[src/rtl/serial_sync_tx.sv]
// serial_sync_tx: serial frame transmitter for the 1001-marker link.
// Each frame is the marker 1,0,0,1, then DATA_W payload bits MSB first,
// then an optional even-parity bit. One word is accepted per frame
// through a ready/start handshake. A new frame may start on the closing
// edge of the previous one, so frames can run back to back with no gap.
//
// Ports:
//   clock  - rising-edge clock
//   reset  - synchronous active-high reset
//   start  - send request, accepted on an edge where ready=1
//   data   - payload word, captured on the accepting edge
//   X      - registered serial line, 0 when idle
//   ready  - registered; transmitter accepts start on the next edge
//   done   - registered one-cycle pulse aligned with the last frame bit
module serial_sync_tx #(
  parameter int unsigned DATA_W    = 8,
  parameter int unsigned PARITY_EN = 1
) (
  input  logic              clock,
  input  logic              reset,
  input  logic              start,
  input  logic [DATA_W-1:0] data,
  output logic              X,
  output logic              ready,
  output logic              done
);

  localparam int unsigned CNT_W = (DATA_W > 1) ? $clog2(DATA_W) : 1;
  localparam logic [CNT_W-1:0] LAST_IDX = CNT_W'(DATA_W - 1);
  localparam logic [3:0] MARKER = 4'b1001;
  localparam bit HAS_PAR = (PARITY_EN != 0);
  // A 1-bit payload without parity makes the first data bit the last bit.
  localparam bit FIRST_DATA_IS_LAST = (DATA_W == 1) && !HAS_PAR;

  typedef enum logic [1:0] {
    IDLE = 2'd0,
    SYNC = 2'd1,
    DATA = 2'd2,
    PAR  = 2'd3
  } state_t;

  state_t            state;
  logic [1:0]        sync_idx;
  logic [CNT_W-1:0]  bit_cnt;
  logic [DATA_W-1:0] shreg;
  logic              parity;
  logic [DATA_W-1:0] shreg_sh;
  logic              frame_end;
  logic              can_accept;
  logic              next_is_last;

  assign shreg_sh = shreg << 1;

  // Current cycle carries the last bit of a frame.
  assign frame_end = (state == PAR) ||
                     ((state == DATA) && (bit_cnt == LAST_IDX) && !HAS_PAR);
  assign can_accept = (state == IDLE) || frame_end;

  // The upcoming DATA bit closes the frame (parity disabled only).
  assign next_is_last = !HAS_PAR && ((bit_cnt + CNT_W'(1)) == LAST_IDX);

  // Frame sequencer; outputs are registered alongside the state so that
  // X/ready/done describe the bit being driven in the following cycle.
  always_ff @(posedge clock) begin
    if (reset) begin
      state    <= IDLE;
      sync_idx <= 2'd0;
      bit_cnt  <= '0;
      shreg    <= '0;
      parity   <= 1'b0;
      X        <= 1'b0;
      ready    <= 1'b1;
      done     <= 1'b0;
    end else if (can_accept && start) begin
      state    <= SYNC;
      sync_idx <= 2'd0;
      bit_cnt  <= '0;
      shreg    <= data;
      parity   <= ^data;
      X        <= MARKER[3];
      ready    <= 1'b0;
      done     <= 1'b0;
    end else if (can_accept) begin
      state <= IDLE;
      X     <= 1'b0;
      ready <= 1'b1;
      done  <= 1'b0;
    end else begin
      case (state)
        SYNC: begin
          if (sync_idx == 2'd3) begin
            state   <= DATA;
            bit_cnt <= '0;
            X       <= shreg[DATA_W-1];
            ready   <= FIRST_DATA_IS_LAST;
            done    <= FIRST_DATA_IS_LAST;
          end else begin
            sync_idx <= sync_idx + 2'd1;
            // Marker is sent MSB first; idx k is on the line now, k+1 next.
            X        <= MARKER[2'd2 - sync_idx];
            ready    <= 1'b0;
            done     <= 1'b0;
          end
        end
        DATA: begin
          if (bit_cnt == LAST_IDX) begin
            // Only reached with parity enabled; otherwise frame_end caught it.
            state <= PAR;
            X     <= parity;
            ready <= 1'b1;
            done  <= 1'b1;
          end else begin
            bit_cnt <= bit_cnt + CNT_W'(1);
            shreg   <= shreg_sh;
            X       <= shreg_sh[DATA_W-1];
            ready   <= next_is_last;
            done    <= next_is_last;
          end
        end
        default: begin
          state <= IDLE;
          X     <= 1'b0;
          ready <= 1'b1;
          done  <= 1'b0;
        end
      endcase
    end
  end

endmodule
[config.mk]
export PLATFORM = sky130hd
export DESIGN_NAME = serial_sync_tx
export DESIGN_NICKNAME = d
export VERILOG_FILES = /design/src/rtl/serial_sync_tx.sv
export SDC_FILE = /design/constraint.sdc
export NUM_CORES = 1
export LEC_CHECK = 0
export ABC_AREA = 1
export ABC_CLOCK_PERIOD_IN_PS = 1400
export BUFFER_PORTS_ARGS = -buffer_cell sky130_fd_sc_hd__buf_2
export CORE_ASPECT_RATIO = 1.1
export CORE_UTILIZATION = 27
export DETAILED_ROUTE_END_ITERATION = 6
export PLACE_DENSITY_LB_ADDON = 0.1
export SETUP_SLACK_MARGIN = 0.3
export SYNTH_ARGS = -nofsm -noshare
export SYNTH_HDL_FRONTEND = slang
export SYNTH_SLANG_ARGS = --single-unit
[constraint.sdc]
create_clock -name clock -period 1.4 [get_ports clock]
set_clock_uncertainty 0.05 [all_clocks]
set_input_delay 0.14 -clock clock [delete_from_list [all_inputs] [get_ports clock]]
set_output_delay 0.14 -clock clock [all_outputs]
set_load 0.02 [all_outputs]
* After elaboration in Yosys (flattened, before gate mapping)
Index checks and enable logic that the tools add are counted.
Storage, ports and cells: register bits after elaboration 19, bits in latches 0, RAM bits 0, bits in read-only memories 0, bits of input ports 11, output and inout bits 3, word-level logic and storage cells 65, memories kept 0
Operators by class: add/subtract/negate cells 3, multipliers 0, divide/modulo/power cells 0, order comparisons 1, equality and inequality tests 12, shifts and indexed selects 0, multiplexer cells 23, bitwise operators 3, reduce and logical (&&, ||, !) cells 14
Operators by type and width (count):
- $mux 8 | 4
- $mux 1 | 10
- $reduce_xor 8->1 | 1
- $eq 2x2->1 const B | 3
- $mux 3 | 2
- $ne 2x2->1 const B | 3
- $pmux 3 s2 | 1
- $reduce_and 3->1 | 2
- $mux 2 | 2
- $ne 2x1->1 const B | 2
- $ne 4x2->1 const B | 1
- $ne 4x4->1 const B | 1
- $pmux 1 s2 | 2
- $pmux 2 s2 | 1
- $reduce_and 2->1 | 2
- $reduce_and 4->1 | 1
- $reduce_bool 2->1 | 2
- $reduce_or 4->1 | 1
- $add 3x1->3 const B | 1
- $eq 3x3->1 const B | 1
- $lt 2x3->1 const B | 1
- $not 1->1 | 3
- $reduce_or 3->1 | 1
- $add 2x1->2 const B | 1
- other kinds (7) | 7

* Logic depth before layout (Yosys ltp)
depth in word-level cells 7, gate-level depth with buffers 9, depth with buffers taken out 9

* Worst setup path after synthesis
OpenSTA, ideal clock, no wires.
path kind reg-to-reg, from register state[0], to register shreg[6], library setup time 119 ps, arrival 1254 ps, data required time 1231 ps, path slack -23 ps, stages on the path, launching flop included 9, buffers on the path 0, cell sequence dfxtp_1 inv_1 ha_1 inv_2 nand3_2 nand2_4 inv_2 o21ai_0 a21oi_1
Between the ends: word-level cells in the longest chain between the ends 5, elaborated cells between the ends (all ways) 10
RTL lines:
- start: declaration | RTL line 42 | state_t state;
- start signal: assignment | RTL line 66 | state <= IDLE;
- start signal: assignment | RTL line 75 | state <= SYNC;
- start signal: assignment | RTL line 84 | state <= IDLE;
- $eq 2x2->1 / $logic_not 2->1 (equally long branches) | RTL line 55, 57
- $logic_or 1x1->1 | RTL line 57 | assign can_accept = (state == IDLE) || frame_end;
- $logic_and 1x1->1 | RTL line 74 | end else if (can_accept && start) begin
- $ne 2x2->1 (no source line), or another cell as far along
- $reduce_and 3->1 (no source line)
- end signal: assignment | RTL line 78 | shreg <= data;
- end signal: assignment | RTL line 114 | shreg <= shreg_sh;
- end: declaration | RTL line 45 | logic [DATA_W-1:0] shreg;
Several ways; a longest one is shown, not always the timed one. A chain may end at the register's enable or synchronous reset.

* Worst setup path after layout
from register state[0], to register shreg[3]
The elaborated chain is that of the path after synthesis.

==> reports/qor_table.md <==
| Quantity | This run | Unit |
| --- | --- | --- |
| Power Dens Cells | 2020 | nW/um^2 |
| Fraction of the yosys area taken by sequential cells | 0.343 | - |
| Achievable frequency | 733 | MHz |
| Summed instance area of the synthesized netlist | 1110 | sq um |
| Largest family of logic cells by synthesized area | simple AND/OR/NAND/NOR gates | - |
| Synth Area in Simple Gates | 0.272 | - |
| 1st-iter DRT viols | 17 | - |
| First-pass GRT wire length | 4.57 | mm |
| Warning count from the yosys run | 0 | - |
| Core ar. | 3930 | sq um |
| Start point of the worst min-delay path | data[0] | - |
| Cell count after placement | 225 | - |
| GRT overflow | 0 | - |
| End of the worst hold path | shreg[0] | - |
| Die boundary height | 69.2 | um |
| Compound-cell area share of the yosys netlist | 0.157 | - |
| Worst IR drop on VDD | 0.626 | mV |
| Number of distinct library cells after synthesis | 24 | - |
| Final Max Slew Viols | 0 | - |
| Post-synthesis net count | 180 | - |
| Post-synthesis instance total | 163 | - |
| Share of final-layout standard cells stronger than drive strength 1 | 0.373 | - |
| Port-buffer cells | 13 | - |
| Clock period minus final worst setup slack | 1370 | ps |
| Top cell type by total area after synthesis | sky130_fd_sc_hd__dfxtp_1 | - |
| Setup repair after global routing missed its margin | yes | - |
| Area delta synth->final | 40.7 | % |
| Worst slack at placement | 16.7 | ps |
| Slowest cell delay on critical path | 350 | ps |
| Stages on worst setup path | 8 | - |
| Detailed placer's ending HPWL | 2.03 | mm |
| Number of top-level design ports | 14 | - |
| Routed vias/inst | 4.41 | - |
| Die Width | 63.1 | um |
| Number of clock buffers inserted by TritonCTS | 3 | - |
| Antenna Nets Post-Route | 0 | - |
| Antenna Diode Count | 0 | - |
| Kind of cell with the highest combined delay on the critical path | flip-flops | - |
| Mean area per synthesized cell | 6.80 | sq um |
| CTS tree | done | - |
| # hold bufs at CTS | 0 | - |
| Data arrival at the endpoint of the critical path | 1460 | ps |
| Cell count of the worst hold path | 3 | - |
| Standard-cell row count | 24 | - |
| End of the worst register-to-register path | shreg[3] | - |
| Startpoint kind of the worst setup timing path | register | - |
| Routability cong. | 0.783 | - |
| Number of endpoints failing setup at the final stage | 0 | - |
| Worst slew margin relative to its limit | 0.816 | - |
| Slowest stage cell, crit path | sky130_fd_sc_hd__dfxtp_2 | - |
| Smallest setup slack after layout | 34.9 | ps |
| Clock tree root driver cell | sky130_fd_sc_hd__clkbuf_8 | - |
| Seq cells post-synth | 19 | - |
| FF-to-FF setup slack | 30 | ps |
| Number of synthesized flops with an enable pin | 0 | - |
| Critical setup path kind | register to register | - |
| Total Routing Usage GR | 0.134 | - |
| Fraction of synthesis flops using an asynchronous set or reset pin | 0 | - |
| Maximum number of pins on one net before global-route repair | 12 | - |
| Starting Density | 0.282 | - |
| Sort of element at the end of the critical path | register | - |
| R2r worst-path depth | 8 | - |
| Routed wire length per instance | 11.2 | um |
| Most frequent cells after synthesis | 52 x sky130_fd_sc_hd__nand2_1, 20 x sky130_fd_sc_hd__inv_1, 19 x sky130_fd_sc_hd__dfxtp_1, 11 x sky130_fd_sc_hd__a21oi_1, 10 x sky130_fd_sc_hd__nor2_1 | - |
| Final cycle utilization of the critical path | 0.975 | - |
| Class of the tightest hold or removal check | input port to register | - |
| Via count of the first global-routing pass | 1020 | - |
| Worst-skew pair later-pin latency | 260 | ps |
| Non-filler instance count after layout | 237 | - |
| Via count | 1044 | - |
| Count of final hold-check violations | 0 | - |
| H-tree Lvls | 1 | - |
| Share of Yosys cell area claimed by the top area cell type | 0.343 | - |
| Most frequent cell after synthesis | sky130_fd_sc_hd__nand2_1 | - |
| Clock buffer depth | 2 | - |
| Number of buffer and inverter stages on the critical path | 2 | - |
| Required @ worst endpoint | 1490 | ps |
| Pre-Repair DR Iteration Count | 4 | - |
| Maximum fanout along the worst path | 6 | - |
| Clk pin slew, worst setup/hold paths | 80 | ps |
| Leak Pwr | 0.000686 | uW |
| Worst-path cell chain | inv_2, ha_4, nand2_8, buf_6, nand2_2, o21ai_1, nand2_1, a21oi_1 | - |
| Portion of netlist area occupied by mux cells | 0 | - |
| Full die area | 4370 | sq um |
| Outcome | complete, no violations | - |
| Xor/xnor cell area share of the yosys netlist | 0.0553 | - |
| R2r startpoint | state[0] | - |
| Initial antenna violation count | 0 | - |
| Slew @ Worst Pin | 276 | ps |
| Total clock sinks | 19 | - |
| Largest cells by area after synthesis | sky130_fd_sc_hd__dfxtp_1 34%, sky130_fd_sc_hd__nand2_1 18%, sky130_fd_sc_hd__ha_1 6.8% | - |
| Max-cap violations | 0 | - |
| Total Routed Length | 2.65 | mm |
| Synth Flop Type | sky130_fd_sc_hd__dfxtp_1 | - |
| Post-synthesis adder-cell area fraction | 0.0677 | - |
| Layout net count | 203 | - |
| Detailed-route DRC error count | 0 | - |
==> routing by layer <==
metal | up-vias | GRT usage | share of wire
li1 | 558 | - | -
met1 | 474 | 0.155 | 0.44
met2 | 10 | 0.245 | 0.54
met3 | 2 | 0.0197 | 0.014
met4 | 0 | 0.0465 | 0.0075
met5 | - | 0 | 0
==> cell usage in the layout (no fill, tap or decap), drive strengths merged <==
master / n
o211a: 1
xnor2: 4
clkbuf: 3
nand2: 55
clkinv: 1
dfxtp: 19
o211ai: 2
o21a: 1
o21ai: 12
xor2: 3
a31oi: 3
nand3: 8
buf: 22
a21oi: 11
ha: 6
inv: 23
nor2: 11
==> logic make-up after synthesis <==
family / after synthesis
and+or+nand+nor: 73
buffers and inverters: 28
adders and majority gates: 6
DFF: 19
xor gates and xnor gates: 7
AOI/OAI and AO/OA: 30
==> how the worst max path moves through the flow <==
stage                     from          end  slack (ps)
finish                state[0]     shreg[3]          30
global route          state[0]     shreg[1]         -20
CTS                   state[0]  sync_idx[0]          50
detailed placement    state[0]  sync_idx[0]          20
global placement    bit_cnt[0]     shreg[6]          50
floorplan           bit_cnt[0]   bit_cnt[0]         150
==> where the power goes <==
part           leakage, uW  total [uW]  internal [uW]  switching (uW)
clock            0.0000255         379            198             181
sequential        0.000158         819            708             111
combinational     0.000503        1960            837            1120
total             0.000686        3150           1740            1410
==> flip-flops by register name, indices dropped and copies added, names as in the netlist <==
register / flops
shreg: 8
bit_cnt: 3
state: 2
sync_idx: 2
X: 1
done: 1
parity: 1
ready: 1
==> metrics by stage <==
step | hold slack [ps] | cell area, sq um | util | setup TNS (ps) | total power (uW)
global placement | 319 | 1280 | 0.326 | 0 | 2030
finish | 45.7 | 1560 | 0.397 | 0 | 3150
global route | 51.5 | 1560 | 0.397 | -84.3 | 3390
floorplan | 200 | 1170 | - | 0 | 1790
CTS | 41.0 | 1490 | 0.379 | 0 | 2950
detailed placement | 316 | 1280 | 0.326 | 0 | 2050
==> tightest hold or removal path, cell delays in order <==
cell                      delay [ps]
sky130_fd_sc_hd__buf_2            90
sky130_fd_sc_hd__nand2_1          50
sky130_fd_sc_hd__nand2_1          50
==> area by class of cell <==
type | instances | area, sq um
Inverter | 23 | 106
Clock buffer | 3 | 41.3
Clock inverter | 1 | 5.00
Sequential cell | 19 | 387
Timing Repair Buffer | 22 | 148
Fill cell | 411 | 2370
Tap cell | 52 | 65.1
Multi-Input combinational cell | 117 | 808
==> repair_timing <==
action	CTS	global route
resized for setup	26	21
buffers inserted	6	1
cloned	1	0
setup endpoints to repair	18	19
pin swaps	8	12
Power figures use the tool's default switching activity.
